### src/rtl/qpu_exu_evq_pkg.sv
// rtl/qpu_exu_evq_pkg.sv - shared widths, depth and FSM encoding for the timed event queue
package qpu_exu_evq_pkg;

  localparam int QPU_EVENT_WIRE_WIDTH = 16;
  localparam int QPU_EVENT_NUM        = 4;
  localparam int QPU_TIME_WIDTH       = 8;
  localparam int QPU_EVQ_DEPTH        = 8;

  typedef enum logic {
    QPU_EVQ_ST_IDLE = 1'b0,
    QPU_EVQ_ST_RUN  = 1'b1
  } evq_state_e;

  // Queue entry is packed as {edata, oprand, tdata}.
  function automatic int evq_entry_width(input int ew, input int on, input int tw);
    return ew + on + tw;
  endfunction

endpackage

### src/rtl/qpu_evq_fifo.sv
// rtl/qpu_evq_fifo.sv - synchronous FIFO with flush, occupancy count and registered head
module qpu_evq_fifo #(
  parameter  int DEPTH = 8,
  parameter  int WIDTH = 28,
  localparam int AW    = $clog2(DEPTH),
  localparam int CW    = AW + 1
) (
  input  logic             clk,
  input  logic             rst,
  input  logic             flush_i,
  input  logic             push_i,
  input  logic [WIDTH-1:0] wdata_i,
  input  logic             pop_i,
  output logic [WIDTH-1:0] head_o,
  output logic [CW-1:0]    cnt_o,
  output logic             full_o,
  output logic             empty_o
);

  logic [WIDTH-1:0] mem_q [DEPTH];
  logic [AW-1:0]    wptr_q, rptr_q, rptr_nxt;
  logic [CW-1:0]    cnt_q;
  logic [WIDTH-1:0] head_q, head_d;
  logic             push_ok, pop_ok;

  // Qualify requests so the pointers never run past the stored data.
  always_comb begin
    full_o   = (cnt_q == CW'(DEPTH));
    empty_o  = (cnt_q == '0);
    push_ok  = push_i & ~full_o & ~flush_i;
    pop_ok   = pop_i & ~empty_o & ~flush_i;
    rptr_nxt = rptr_q + 1'b1;
  end

  // Storage array; contents are only meaningful between rptr and wptr, so no reset.
  always_ff @(posedge clk) begin
    if (push_ok) begin
      mem_q[wptr_q] <= wdata_i;
    end
  end

  // Next head: a push into a queue that is (or becomes) empty lands directly in the head register.
  always_comb begin
    head_d = head_q;
    if (push_ok && (empty_o || (pop_ok && cnt_q == CW'(1)))) begin
      head_d = wdata_i;
    end else if (pop_ok) begin
      head_d = mem_q[rptr_nxt];
    end
  end

  // Pointers, occupancy and head register.
  always_ff @(posedge clk) begin
    if (rst) begin
      wptr_q <= '0;
      rptr_q <= '0;
      cnt_q  <= '0;
      head_q <= '0;
    end else if (flush_i) begin
      wptr_q <= '0;
      rptr_q <= '0;
      cnt_q  <= '0;
    end else begin
      head_q <= head_d;
      if (push_ok) begin
        wptr_q <= wptr_q + 1'b1;
      end
      if (pop_ok) begin
        rptr_q <= rptr_nxt;
      end
      case ({push_ok, pop_ok})
        2'b10:   cnt_q <= cnt_q + 1'b1;
        2'b01:   cnt_q <= cnt_q - 1'b1;
        default: cnt_q <= cnt_q;
      endcase
    end
  end

  assign head_o = head_q;
  assign cnt_o  = cnt_q;

endmodule

### src/rtl/qpu_exu_evq.sv
// rtl/qpu_exu_evq.sv - timed event queue with timeline counter; optional late drop via QPU_EVQ_LATE_CHECK_EN
module qpu_exu_evq
  import qpu_exu_evq_pkg::*;
#(
  parameter  int DEPTH = QPU_EVQ_DEPTH,
  parameter  int EW    = QPU_EVENT_WIRE_WIDTH,
  parameter  int ON    = QPU_EVENT_NUM,
  parameter  int TW    = QPU_TIME_WIDTH,
  localparam int CW    = $clog2(DEPTH) + 1
) (
  input  logic          clk,
  input  logic          rst,
  input  logic          evq_i_valid,
  output logic          evq_i_ready,
  input  logic [EW-1:0] evq_i_edata,
  input  logic [ON-1:0] evq_i_oprand,
  input  logic [TW-1:0] evq_i_tdata,
  input  logic          evq_i_start,
  input  logic          evq_i_stop,
  output logic [TW-1:0] evq_o_time,
  output logic          evq_o_valid,
  output logic [EW-1:0] evq_o_edata,
  output logic [ON-1:0] evq_o_oprand,
  output logic [CW-1:0] evq_o_cnt,
  output logic          evq_o_late
);

  localparam int WW = evq_entry_width(EW, ON, TW);

  evq_state_e    state_q, state_d;
  logic [TW-1:0] time_q, time_d;
  logic [TW-1:0] t_next;
  logic          disp_en;
  logic          flush;

  logic [WW-1:0] head;
  logic [TW-1:0] head_tdata;
  logic [ON-1:0] head_oprand;
  logic [EW-1:0] head_edata;
  logic          fifo_full, fifo_empty;
  logic          push, pop, hit, head_late;

  logic          valid_q;
  logic [EW-1:0] edata_q;
  logic [ON-1:0] oprand_q;

  assign head_tdata  = head[TW-1:0];
  assign head_oprand = head[TW+ON-1:TW];
  assign head_edata  = head[WW-1:TW+ON];

  assign evq_i_ready = ~fifo_full & ~rst;
  assign push        = evq_i_valid & evq_i_ready;

  qpu_evq_fifo #(
    .DEPTH (DEPTH),
    .WIDTH (WW)
  ) u_fifo (
    .clk     (clk),
    .rst     (rst),
    .flush_i (flush),
    .push_i  (push),
    .wdata_i ({evq_i_edata, evq_i_oprand, evq_i_tdata}),
    .pop_i   (pop),
    .head_o  (head),
    .cnt_o   (evq_o_cnt),
    .full_o  (fifo_full),
    .empty_o (fifo_empty)
  );

  // Run/idle control: stop beats start, and t_next is the timeline value of the next cycle.
  always_comb begin
    state_d = state_q;
    time_d  = time_q;
    t_next  = '0;
    disp_en = 1'b0;
    flush   = 1'b0;
    case (state_q)
      QPU_EVQ_ST_IDLE: begin
        if (evq_i_stop) begin
          flush = 1'b1;
        end else if (evq_i_start) begin
          state_d = QPU_EVQ_ST_RUN;
          disp_en = 1'b1;
          t_next  = '0;
          time_d  = '0;
        end
      end
      QPU_EVQ_ST_RUN: begin
        if (evq_i_stop) begin
          state_d = QPU_EVQ_ST_IDLE;
          time_d  = '0;
          flush   = 1'b1;
        end else begin
          t_next  = time_q + 1'b1;
          time_d  = t_next;
          disp_en = 1'b1;
        end
      end
      default: begin
        state_d = QPU_EVQ_ST_IDLE;
        time_d  = '0;
      end
    endcase
  end

  // FSM state and timeline register.
  always_ff @(posedge clk) begin
    if (rst) begin
      state_q <= QPU_EVQ_ST_IDLE;
      time_q  <= '0;
    end else begin
      state_q <= state_d;
      time_q  <= time_d;
    end
  end

  assign hit = disp_en & ~fifo_empty & (head_tdata == t_next);

`ifdef QPU_EVQ_LATE_CHECK_EN
  logic [TW-1:0] head_gap;
  logic          late_q;

  // A head whose distance to t_next is "negative" (MSB set) can never fire on time.
  always_comb begin
    head_gap  = head_tdata - t_next;
    head_late = disp_en & ~fifo_empty & head_gap[TW-1];
  end

  // Sticky late flag; only reset clears it, stop leaves it alone.
  always_ff @(posedge clk) begin
    if (rst) begin
      late_q <= 1'b0;
    end else if (head_late) begin
      late_q <= 1'b1;
    end
  end

  assign evq_o_late = late_q;
`else
  assign head_late  = 1'b0;
  assign evq_o_late = 1'b0;
`endif

  assign pop = hit | head_late;

  // Fire register: strobe lands in the cycle the timeline equals the popped tdata.
  always_ff @(posedge clk) begin
    if (rst) begin
      valid_q  <= 1'b0;
      edata_q  <= '0;
      oprand_q <= '0;
    end else begin
      valid_q <= hit;
      if (hit) begin
        edata_q  <= head_edata;
        oprand_q <= head_oprand;
      end
    end
  end

  assign evq_o_time   = time_q;
  assign evq_o_valid  = valid_q;
  assign evq_o_edata  = edata_q;
  assign evq_o_oprand = oprand_q;

endmodule

### config.mk
export PLATFORM = sky130hd
export DESIGN_NAME = qpu_exu_evq
export DESIGN_NICKNAME = d
export VERILOG_FILES = /design/src/rtl/qpu_exu_evq_pkg.sv /design/src/rtl/qpu_evq_fifo.sv /design/src/rtl/qpu_exu_evq.sv
export SDC_FILE = /design/constraint.sdc
export NUM_CORES = 1
export LEC_CHECK = 0
export BUFFER_PORTS_ARGS = -buffer_cell sky130_fd_sc_hd__buf_2
export CAP_MARGIN = 5
export CORE_MARGIN = 1
export CORE_UTILIZATION = 37
export CTS_BUF_LIST = sky130_fd_sc_hd__clkbuf_8
export CTS_CLUSTER_DIAMETER = 60
export CTS_CLUSTER_SIZE = 28
export DETAILED_ROUTE_END_ITERATION = 10
export PLACE_DENSITY_LB_ADDON = 0.3
export SYNTH_ARGS = -nofsm -noshare
export SYNTH_HDL_FRONTEND = slang
export SYNTH_SLANG_ARGS = --single-unit
### constraint.sdc
create_clock -name clk -period 5.2 [get_ports clk]
set_input_delay 0.52 -clock clk [delete_from_list [all_inputs] [get_ports clk]]
set_output_delay 0.52 -clock clk [all_outputs]
set_load 0.01 [all_outputs]
**Word-level counts from Yosys, hierarchy flattened**

Memories as Yosys holds them, arrays and structs flattened.
Cells that the tools add are included.

- RAM bits: 224
- Memories kept: 1
- Output and inout port bits: 35
- Bits in registers: 68

Memory list:

| name | depth | width | read ports | clocked after memory_dff | wr ports | line | RTL |
|---|---|---|---|---|---|---|---|
| u_fifo.mem_q | 8 | 28 | 1 | 0 | 1 | qpu_evq_fifo.sv:20 | `logic [WIDTH-1:0] mem_q [DEPTH];` |

- Add/sub/neg operators: 5
- Equal/unequal tests: 7
- Reductions and logical operators: 9
- Bitwise logic cells: 13
- Multiplexer cells: 15

Operators with widths:

| kind | number |
|---|---|
| 28-bit two-way mux | 2 |
| 8-bit case mux with 2 select lines | 2 |
| 8-bit two-way mux | 3 |
| 8-bit by 1-bit adder with 8-bit output (second input constant) | 1 |
| 1-bit bitwise AND | 8 |
| 8-bit == test | 1 |
| 4-bit case mux with 2 select lines | 1 |
| 3-bit by 1-bit adder with 3-bit output (second input constant) | 2 |
| 1-bit two-way mux | 6 |
| 1-bit inverter | 5 |
| 4-bit by 1-bit adder with 4-bit output (second input constant) | 1 |
| 4-bit by 1-bit == test with 1-bit output (second input constant) | 1 |
| 4-bit == test (second input constant) | 1 |
| 4-bit zero test | 1 |
| 2-bit != test (second input constant) | 2 |
| 2-bit AND reduction | 2 |
| 2-bit nonzero test | 2 |
| 4-bit by 1-bit subtractor with 4-bit output (second input constant) | 1 |
| 2-bit by 1-bit == test with 1-bit output (second input constant) | 1 |
| 2-bit == test (second input constant) | 1 |
| 1-bit logical AND | 2 |
| 1-bit case mux with 2 select lines | 1 |
| 2-bit OR reduction | 1 |
| 1-bit logical OR | 1 |

**Longest topological paths before layout**

Gate-level depths: netlist (run 1).

- Word-level depth: 12
- Depth in mapped cells: 15
- Mapped depth without buffers: 13

**Hierarchy**

Synthesis (run 1) repeated with hierarchy kept, for this count alone.

- Cell total of the unflattened synthesis: 893
- Area total of the unflattened synthesis: 12161.7 um^2

Modules (own cells, without submodules):

| module | cells an instance | seq. area each (um^2) | times used | area an instance (um^2) |
|---|---|---|---|---|
| qpu_evq_fifo | 715 | 7487.2 | 1 | 10533.9 |
| qpu_exu_evq | 178 | 600.6 | 1 | 1627.8 |

**Worst setup path before layout (run 1)**

Ideal clock, no wire load.

- Kind: register -> register
- Start point: register u_fifo.cnt_q[0] (netlist: u_fifo.cnt_o[0])
- End point: memory u_fifo.mem_q[0][0], enable pin
- Clock period less this slack: 3652 ps
- Library setup time: 448 ps
- Setup slack: 1548 ps
- Data arrival time: 3204 ps
- Cell stages (with the launch flop): 7
- Cell sequence: dfxtp_1 inv_1 ha_1 nand3b_1 nand3_1 or2_1 nor3_1

- Longest elaborated chain between the ends: 8

Ends and longest elaborated chain:

| what | line | RTL |
|---|---|---|
| start: declaration | qpu_evq_fifo.sv:22 | `logic [CW-1:0] cnt_q;` |
| start signal: assignment | qpu_evq_fifo.sv:72 | `2'b10: cnt_q <= cnt_q + 1'b1;` |
| start signal: assignment | qpu_evq_fifo.sv:73 | `2'b01: cnt_q <= cnt_q - 1'b1;` |
| start signal: assignment | qpu_evq_fifo.sv:74 | `default: cnt_q <= cnt_q;` |
| 4-bit == test * | qpu_evq_fifo.sv:28 | `full_o = (cnt_q == CW'(DEPTH));` |
| 1-bit inverter * | qpu_evq_fifo.sv:30, qpu_exu_evq.sv:51 |  |
| 1-bit bitwise AND | qpu_exu_evq.sv:51 | `assign evq_i_ready = ~fifo_full & ~rst;` |
| 1-bit bitwise AND | qpu_exu_evq.sv:52 | `assign push = evq_i_valid & evq_i_ready;` |
| 1-bit bitwise AND * (2 in a row) | qpu_evq_fifo.sv:30 | `push_ok = push_i & ~full_o & ~flush_i;` |
| 1-bit two-way mux * | qpu_evq_fifo.sv:37 | `if (push_ok) begin` |
| 1-bit two-way mux (not written as such) * | qpu_evq_fifo.sv:38 | `mem_q[wptr_q] <= wdata_i;` |
| end: declaration | qpu_evq_fifo.sv:20 |  |

Every way passes the cells marked *; elsewhere a longest branch is shown, timed or not.

**Worst setup path in the final report (run 1)**

- Start point: register time_q[0] (netlist: evq_o_time[0])
- End point: register u_fifo.cnt_q[3] (netlist: u_fifo.cnt_o[3])

- Longest elaborated chain between the ends: 9
- Elaborated cells on any way between the ends: 11

Ends and longest elaborated chain:

| what | line | RTL |
|---|---|---|
| start: declaration | qpu_exu_evq.sv:31 | `logic [TW-1:0] time_q, time_d;` |
| start signal: assignment | qpu_exu_evq.sv:113 | `time_q <= time_d;` |
| 8-bit by 1-bit adder with 8-bit output * | qpu_exu_evq.sv:94 | `t_next = time_q + 1'b1;` |
| 8-bit two-way mux * | qpu_exu_evq.sv:89 | `if (evq_i_stop) begin` |
| 8-bit case mux with 2 select lines * | qpu_exu_evq.sv:77 | `case (state_q)` |
| 8-bit == test * | qpu_exu_evq.sv:117 | `assign hit = disp_en & ~fifo_empty & (head_tdata == t_next);` |
| 1-bit bitwise AND * | qpu_exu_evq.sv:117 |  |
| 1-bit bitwise AND * (2 in a row) | qpu_evq_fifo.sv:31 | `pop_ok = pop_i & ~empty_o & ~flush_i;` |
| 2-bit by 1-bit == test with 1-bit output or 2-bit == test (tied branches) | qpu_evq_fifo.sv:71 | `case ({push_ok, pop_ok})` |
| 4-bit case mux with 2 select lines or 2-bit nonzero test (tied branches) | n/a |  |

Marks and branches as above.
A chain may end at the register's enable or synchronous reset.

==> run metrics, run 1 <==
run status finished clean; first-pass GRT wire length 37330 um; initial antenna violation count 1; Final Util 0.4174; Worst-Skew Late Latency 0.55 ns; CTS Buffer Depth 3; Final Cycle Share 0.6487; Slew Limit Headroom 0.2568; Hold Violations, Final 0; root buf cell clkbuf_8; die width 178.6 um; Hold WC Path Type input pin to flop; flops & latches, synth 292; fraction of registers with async set/reset 0; post_cts resized 0; Antenna Cells 0; commonest non-fill, non-tap cells in the layout edfxtp_1 (224), dfxtp_1 (67), buf_2 (66), mux4_2 (56), nor2_1 (39); DRC viols 0; Layout area overhead 10.98%; Filler cells 2706; # port buffers 66; Starting Density 0.3761; Worst Path Buf+Inv 2; Pwr Density 310.5 nW/um^2; largest cells by area after synthesis edfxtp_1 (58%), dfxtp_1 (12%), mux4_2 (11%), mux2_2 (3.4%), a22o_1 (2.1%); FMAX 296.5 MHz; Mapped Cells 640; Slew Viols, Final 0; CTS Hold Bufs 0; Site Rows 64; sequential cell area 8092 um^2; post-synth top area share 0.5831; Worst VDD drop 0.1905 mV; wire per inst 21.76 um; ys flop type edfxtp_1; CP Class flop to flop; warnings from Yosys 0; CP max stage delay 0.44 ns; Ports 68; fin crit period 3.373 ns; layout cells sized above 1 0.3054; largest net degree at the start of global routing 52; leakage power 0.004366 uW; clk slew on worst S/H paths 0.14 ns; most common library cell in the layout ignoring fill and taps edfxtp_1; critical path's slowest cell dfxtp_1; Multi-input gate area 3282 um^2; Post-synth EDFFs 224; Final setup viols 0; Mapped Nets 680; Worst EP required 5.63 ns; RSZ-0062 raised after global routing false; post-CTS setup buffers 0; mapped cell area 11540 um^2; Total GRT Usage 0.1586; clock sink count 292; First-pass DRT Iterations 4; library cells used by synthesis 46; Fin Clk Skew 0.03492 ns; Worst Path Max Fanout 27; endpoint class of the critical path flop; Arr. time, crit path 3.80 ns; Vias 5993; core area 30670 um^2; GP Congestion 0.7187; DRT iter0 DRCs 458; Max Cap Violations 0; GR Overflow Total 0; final net count 753; dominant cell type by area after synthesis edfxtp_1; remaining antenna violation count 0; DP Wirelength 13400 um; vias in the first global route 6233; vias per std cell 5.337; CP cell instances ha_1 > nand3_1 > or3_1 > a211o_1 > nand3_1 > nand4_1 > buf_4 > inv_2 > ha_1 > or4b_1 > a21oi_1 > xnor2_1 > nor2_1; cell family with most CP delay simple AND/OR/NAND/NOR gates; DRT Wirelength 24440 um; CTS buffer count 20; Critical Path Source Type flop; Slew @ Worst Pin 1.115 ns; CTS tree built; H-tree Lvls 1; die area 31890 um^2; Seq/Total Area, Yosys 0.7011; Avg Cell Area, Syn 18.03 um^2; Die Y 178.6 um; setup_tns 0 ns
==> final timing paths <==
kind                                start                            end  slack (ns)  cells after the start
max            evq_o_time[0]$_SDFFE_PP0P_   u_fifo.cnt_o[3]$_SDFFE_PP0P_        1.83                     13
min                        evq_i_edata[0]  u_fifo.mem_q[0][12]$_DFFE_PP_        0.23                      1
max reg2reg    evq_o_time[0]$_SDFFE_PP0P_   u_fifo.cnt_o[3]$_SDFFE_PP0P_        1.83                     13
min reg2reg  evq_o_edata[10]$_SDFFE_PP0N_   evq_o_edata[10]$_SDFFE_PP0N_        0.50                      2
==> where the power goes <==
group	switching (uW)	internal, uW	leakage, uW
sequential	16.8	2530	0.00257
combinational	80.8	50.6	0.00156
clock	779	518	0.000237
total	877	3100	0.00437
==> synthesized netlist by cell type (7+ instances only) <==
cell / instances
a22o_1: 28
dfxtp_1: 68
xor2_1: 7
clkbuf_1: 13
nand2_1: 11
edfxtp_1: 224
mux2_1: 21
mux4_2: 56
buf_2: 8
xnor2_1: 7
nor2_1: 45
ha_1: 7
mux2_2: 35
mux2i_1: 23
a21oi_1: 14
nand3_1: 8
==> layer usage <==
metal,share of wire,GRT usage
met5,0.00041,0
met1,0.44,0.2181
met3,0.054,0.02366
met2,0.49,0.2636
met4,0.017,0.03884
==> through the flow <==
stage / cell area (um^2) / power, uW / hold slack (ns) / worst slack (ns) / std cells
after floorplan: 11540 / 2668 / 0.4527 / 1.548 / 640
after global placement: 12340 / 2722 / 0.4790 / 1.915 / 1087
after detailed placement: 12340 / 2732 / 0.4795 / 1.843 / 1087
after CTS: 12800 / 4012 / 0.1832 / 1.831 / 1123
after global routing: 12800 / 4106 / 0.2189 / 1.555 / 1123
final: 12800 / 3975 / 0.2263 / 1.827 / 1123
==> logic make-up after synthesis <==
family          share of synthesized area
compound gates                    0.03796
xor+xnor                          0.01063
fa+ha+maj                        0.007592
buf+inv                           0.01746
flops                              0.7011
mux                                0.1839
other cells                     0.0003251
simple gates                      0.04100
==> sequential cells by signal, summed over array words and instances (netlist names) <==
| signal | count |
|---|---|
| evq_o_edata | 16 |
| evq_o_oprand | 4 |
| evq_o_time | 8 |
| evq_o_valid | 1 |
| state_q | 1 |
| u_fifo.cnt_o | 4 |
| u_fifo.head_o | 28 |
| u_fifo.mem_q | 224 |
| u_fifo.rptr_q | 3 |
| u_fifo.wptr_q | 3 |
==> cell type report <==
cell class              count  share of cell area
multi-input cells         311              0.2564
flip-flops and latches    292              0.6320
clock buffers              21             0.02258
clock inverters            15             0.01368
repair buffers             81             0.03460
inverters                   7            0.002052
well taps                 396             0.03870
Power figures use the tool's default switching activity.
==> run 2, diff against run 1 <==
==> constraint.sdc (replaced) <==
create_clock -name clk -period 3.3 [get_ports clk]
set_input_delay 0.33 -clock clk [delete_from_list [all_inputs] [get_ports clk]]
set_output_delay 0.33 -clock clk [all_outputs]
set_load 0.01 [all_outputs]
==> run 2 against run 1 <==
Setup slack worse by 1.5 ns. Register-to-register slack worse by 1.5 ns. Cell count is 1.9% higher. Sequential power is 57% higher. Sequential share of layout area is 1.2 points lower. Total power is 64% higher. Die area stayed put. First-iteration DRC count is 21% lower. Critical endpoint unchanged. Fmax is 13% higher. Largest power group unchanged. Clock power is 77% higher. Critical path depth is 1 lower.
==> run metrics, run 2 (same netlist as run 1, synthesis figures left out) <==
initial antenna violation count 0; Multi-input gate area 3294 um^2; endpoint class of the critical path flop; vias per std cell 5.235; CP cell instances ha_1 > nor2b_1 > a2111oi_2 > nor3_1 > a211oi_1 > nand4_1 > inv_2 > ha_1 > or4b_1 > a21oi_1 > xnor2_1 > nor2_1; Hold WC Path Type input pin to flop; wire per inst 21.39 um; vias in the first global route 6279; root buf cell clkbuf_8; run status finished clean; leakage power 0.004468 uW; Worst Path Max Fanout 6; first-pass GRT wire length 37320 um; Antenna Cells 0; CTS tree built; max FFs per register 224; R2R cell count 12; First-pass DRT Iterations 5; DRC viols 0; Ports 68; DRT iter0 DRCs 362; hold_sp evq_i_edata[2]; Top reg by flops u_fifo.mem_q; CTS Buffer Depth 3; Worst Path Buf+Inv 1; Site Rows 64; CTS buffer count 26; H-tree Lvls 1; layout cells sized above 1 0.3209; Critical Path Source Type flop; Worst VDD drop 0.4211 mV; GR Overflow Total 0; Total GRT Usage 0.1580; Worst EP required 3.74 ns; Die Y 178.6 um; worst hold path depth 1; remaining antenna violation count 0; Final Cycle Share 0.9066; Starting Density 0.3761; setup_tns 0 ns; Arr. time, crit path 3.43 ns; die width 178.6 um; post_cts resized 0; Vias 5989; Pwr Density 500.1 nW/um^2; CP max stage delay 0.46 ns; Critical R2R Capture u_fifo.cnt_o[3]$_SDFFE_PP0P_; Final Non-Filler Cells 1144; DRT Wirelength 24470 um; Worst-Skew Late Latency 0.58 ns; Slew Viols, Final 0; final net count 768; largest net degree at the start of global routing 58; most common library cell in the layout ignoring fill and taps edfxtp_1; Final setup viols 0; Hold EP u_fifo.mem_q[3][14]$_DFFE_PP_; clk slew on worst S/H paths 0.12 ns; cell family with most CP delay simple AND/OR/NAND/NOR gates; RSZ-0062 raised after global routing false; DP Cell Count 1090; DP Wirelength 13240 um; clock sink count 292; fin crit period 2.992 ns; Fin Clk Skew 0.02324 ns; die area 31890 um^2; reg2reg start evq_o_time[0]$_SDFFE_PP0P_; Filler cells 2675; Layout area overhead 13.12%; Slew @ Worst Pin 0.6435 ns; Slew Limit Headroom 0.5710; CP Class flop to flop; sequential cell area 8092 um^2; Reg2Reg Setup Slack 0.31 ns; Max Cap Violations 0; critical path's slowest cell or4b_1; FMAX 334.3 MHz; GP Congestion 0.7747; commonest non-fill, non-tap cells in the layout edfxtp_1 (224), dfxtp_1 (67), buf_2 (66), mux4_2 (56), nor2_1 (39); Hold Violations, Final 0; # port buffers 66; core area 30670 um^2; critical path's most frequent cell ha_1
[run 2: area by class of cell]
cell class / count / share of cell area
well taps: 396 / 0.03797
clock buffers: 27 / 0.02848
inverters: 7 / 0.002013
multi-input cells: 311 / 0.2524
flip-flops and latches: 292 / 0.6200
repair buffers: 90 / 0.04219
clock inverters: 21 / 0.01687
[run 2: how the worst max path moves through the flow]
stage,from,endpoint,slack [ns],cells after the start
global route,u_fifo.cnt_o[0]$_SDFFE_PP0P_,u_fifo.cnt_o[3]$_SDFFE_PP0P_,0.13,13
CTS,evq_o_time[0]$_SDFFE_PP0P_,u_fifo.head_o[27]$_SDFFE_PP0P_,0.28,10
detailed placement,evq_o_time[0]$_SDFFE_PP0P_,u_fifo.head_o[27]$_SDFFE_PP0P_,0.29,10
finish,evq_o_time[0]$_SDFFE_PP0P_,u_fifo.cnt_o[3]$_SDFFE_PP0P_,0.31,12
global placement,evq_o_time[0]$_SDFFE_PP0P_,u_fifo.head_o[11]$_SDFFE_PP0P_,0.38,10
floorplan,evq_o_time[0]$_SDFFE_PP0P_,u_fifo.cnt_o[3]$_SDFFE_PP0P_,0.20,14
[run 2: where the power goes]
group	switching [uW]	leakage [uW]	internal [uW]	total, uW
combinational	131	0.00159	85.6	216
sequential	24.4	0.00257	3980	4010
clock	1410	0.000303	889	2300
[run 2: layer usage]
layer	routed length (um)	GRT usage
met4	476	0.03708
met2	11980	0.2668
met5	0	0
met1	10920	0.2132
met3	1104	0.02515
[run 2: timing repair]
item / 4_1_cts / 5_1_grt
buffers inserted: 0 / 0
hold endpoints to repair: 16 / 10
hold buffers: 4 / 2
[run 2: metrics by stage]
step	utilization	instance area, um^2	setup WS [ns]	hold slack (ns)	power, uW
after floorplan	-	11550	0.2019	0.4289	4205
after detailed placement	0.4043	12400	0.2868	0.4737	4308
after CTS	0.4249	13030	0.2833	0.003111	6612
after global routing	0.4255	13050	0.1341	0.005514	6766
final	0.4255	13050	0.3083	0.03829	6526
after global placement	0.4043	12400	0.3768	0.4691	4294
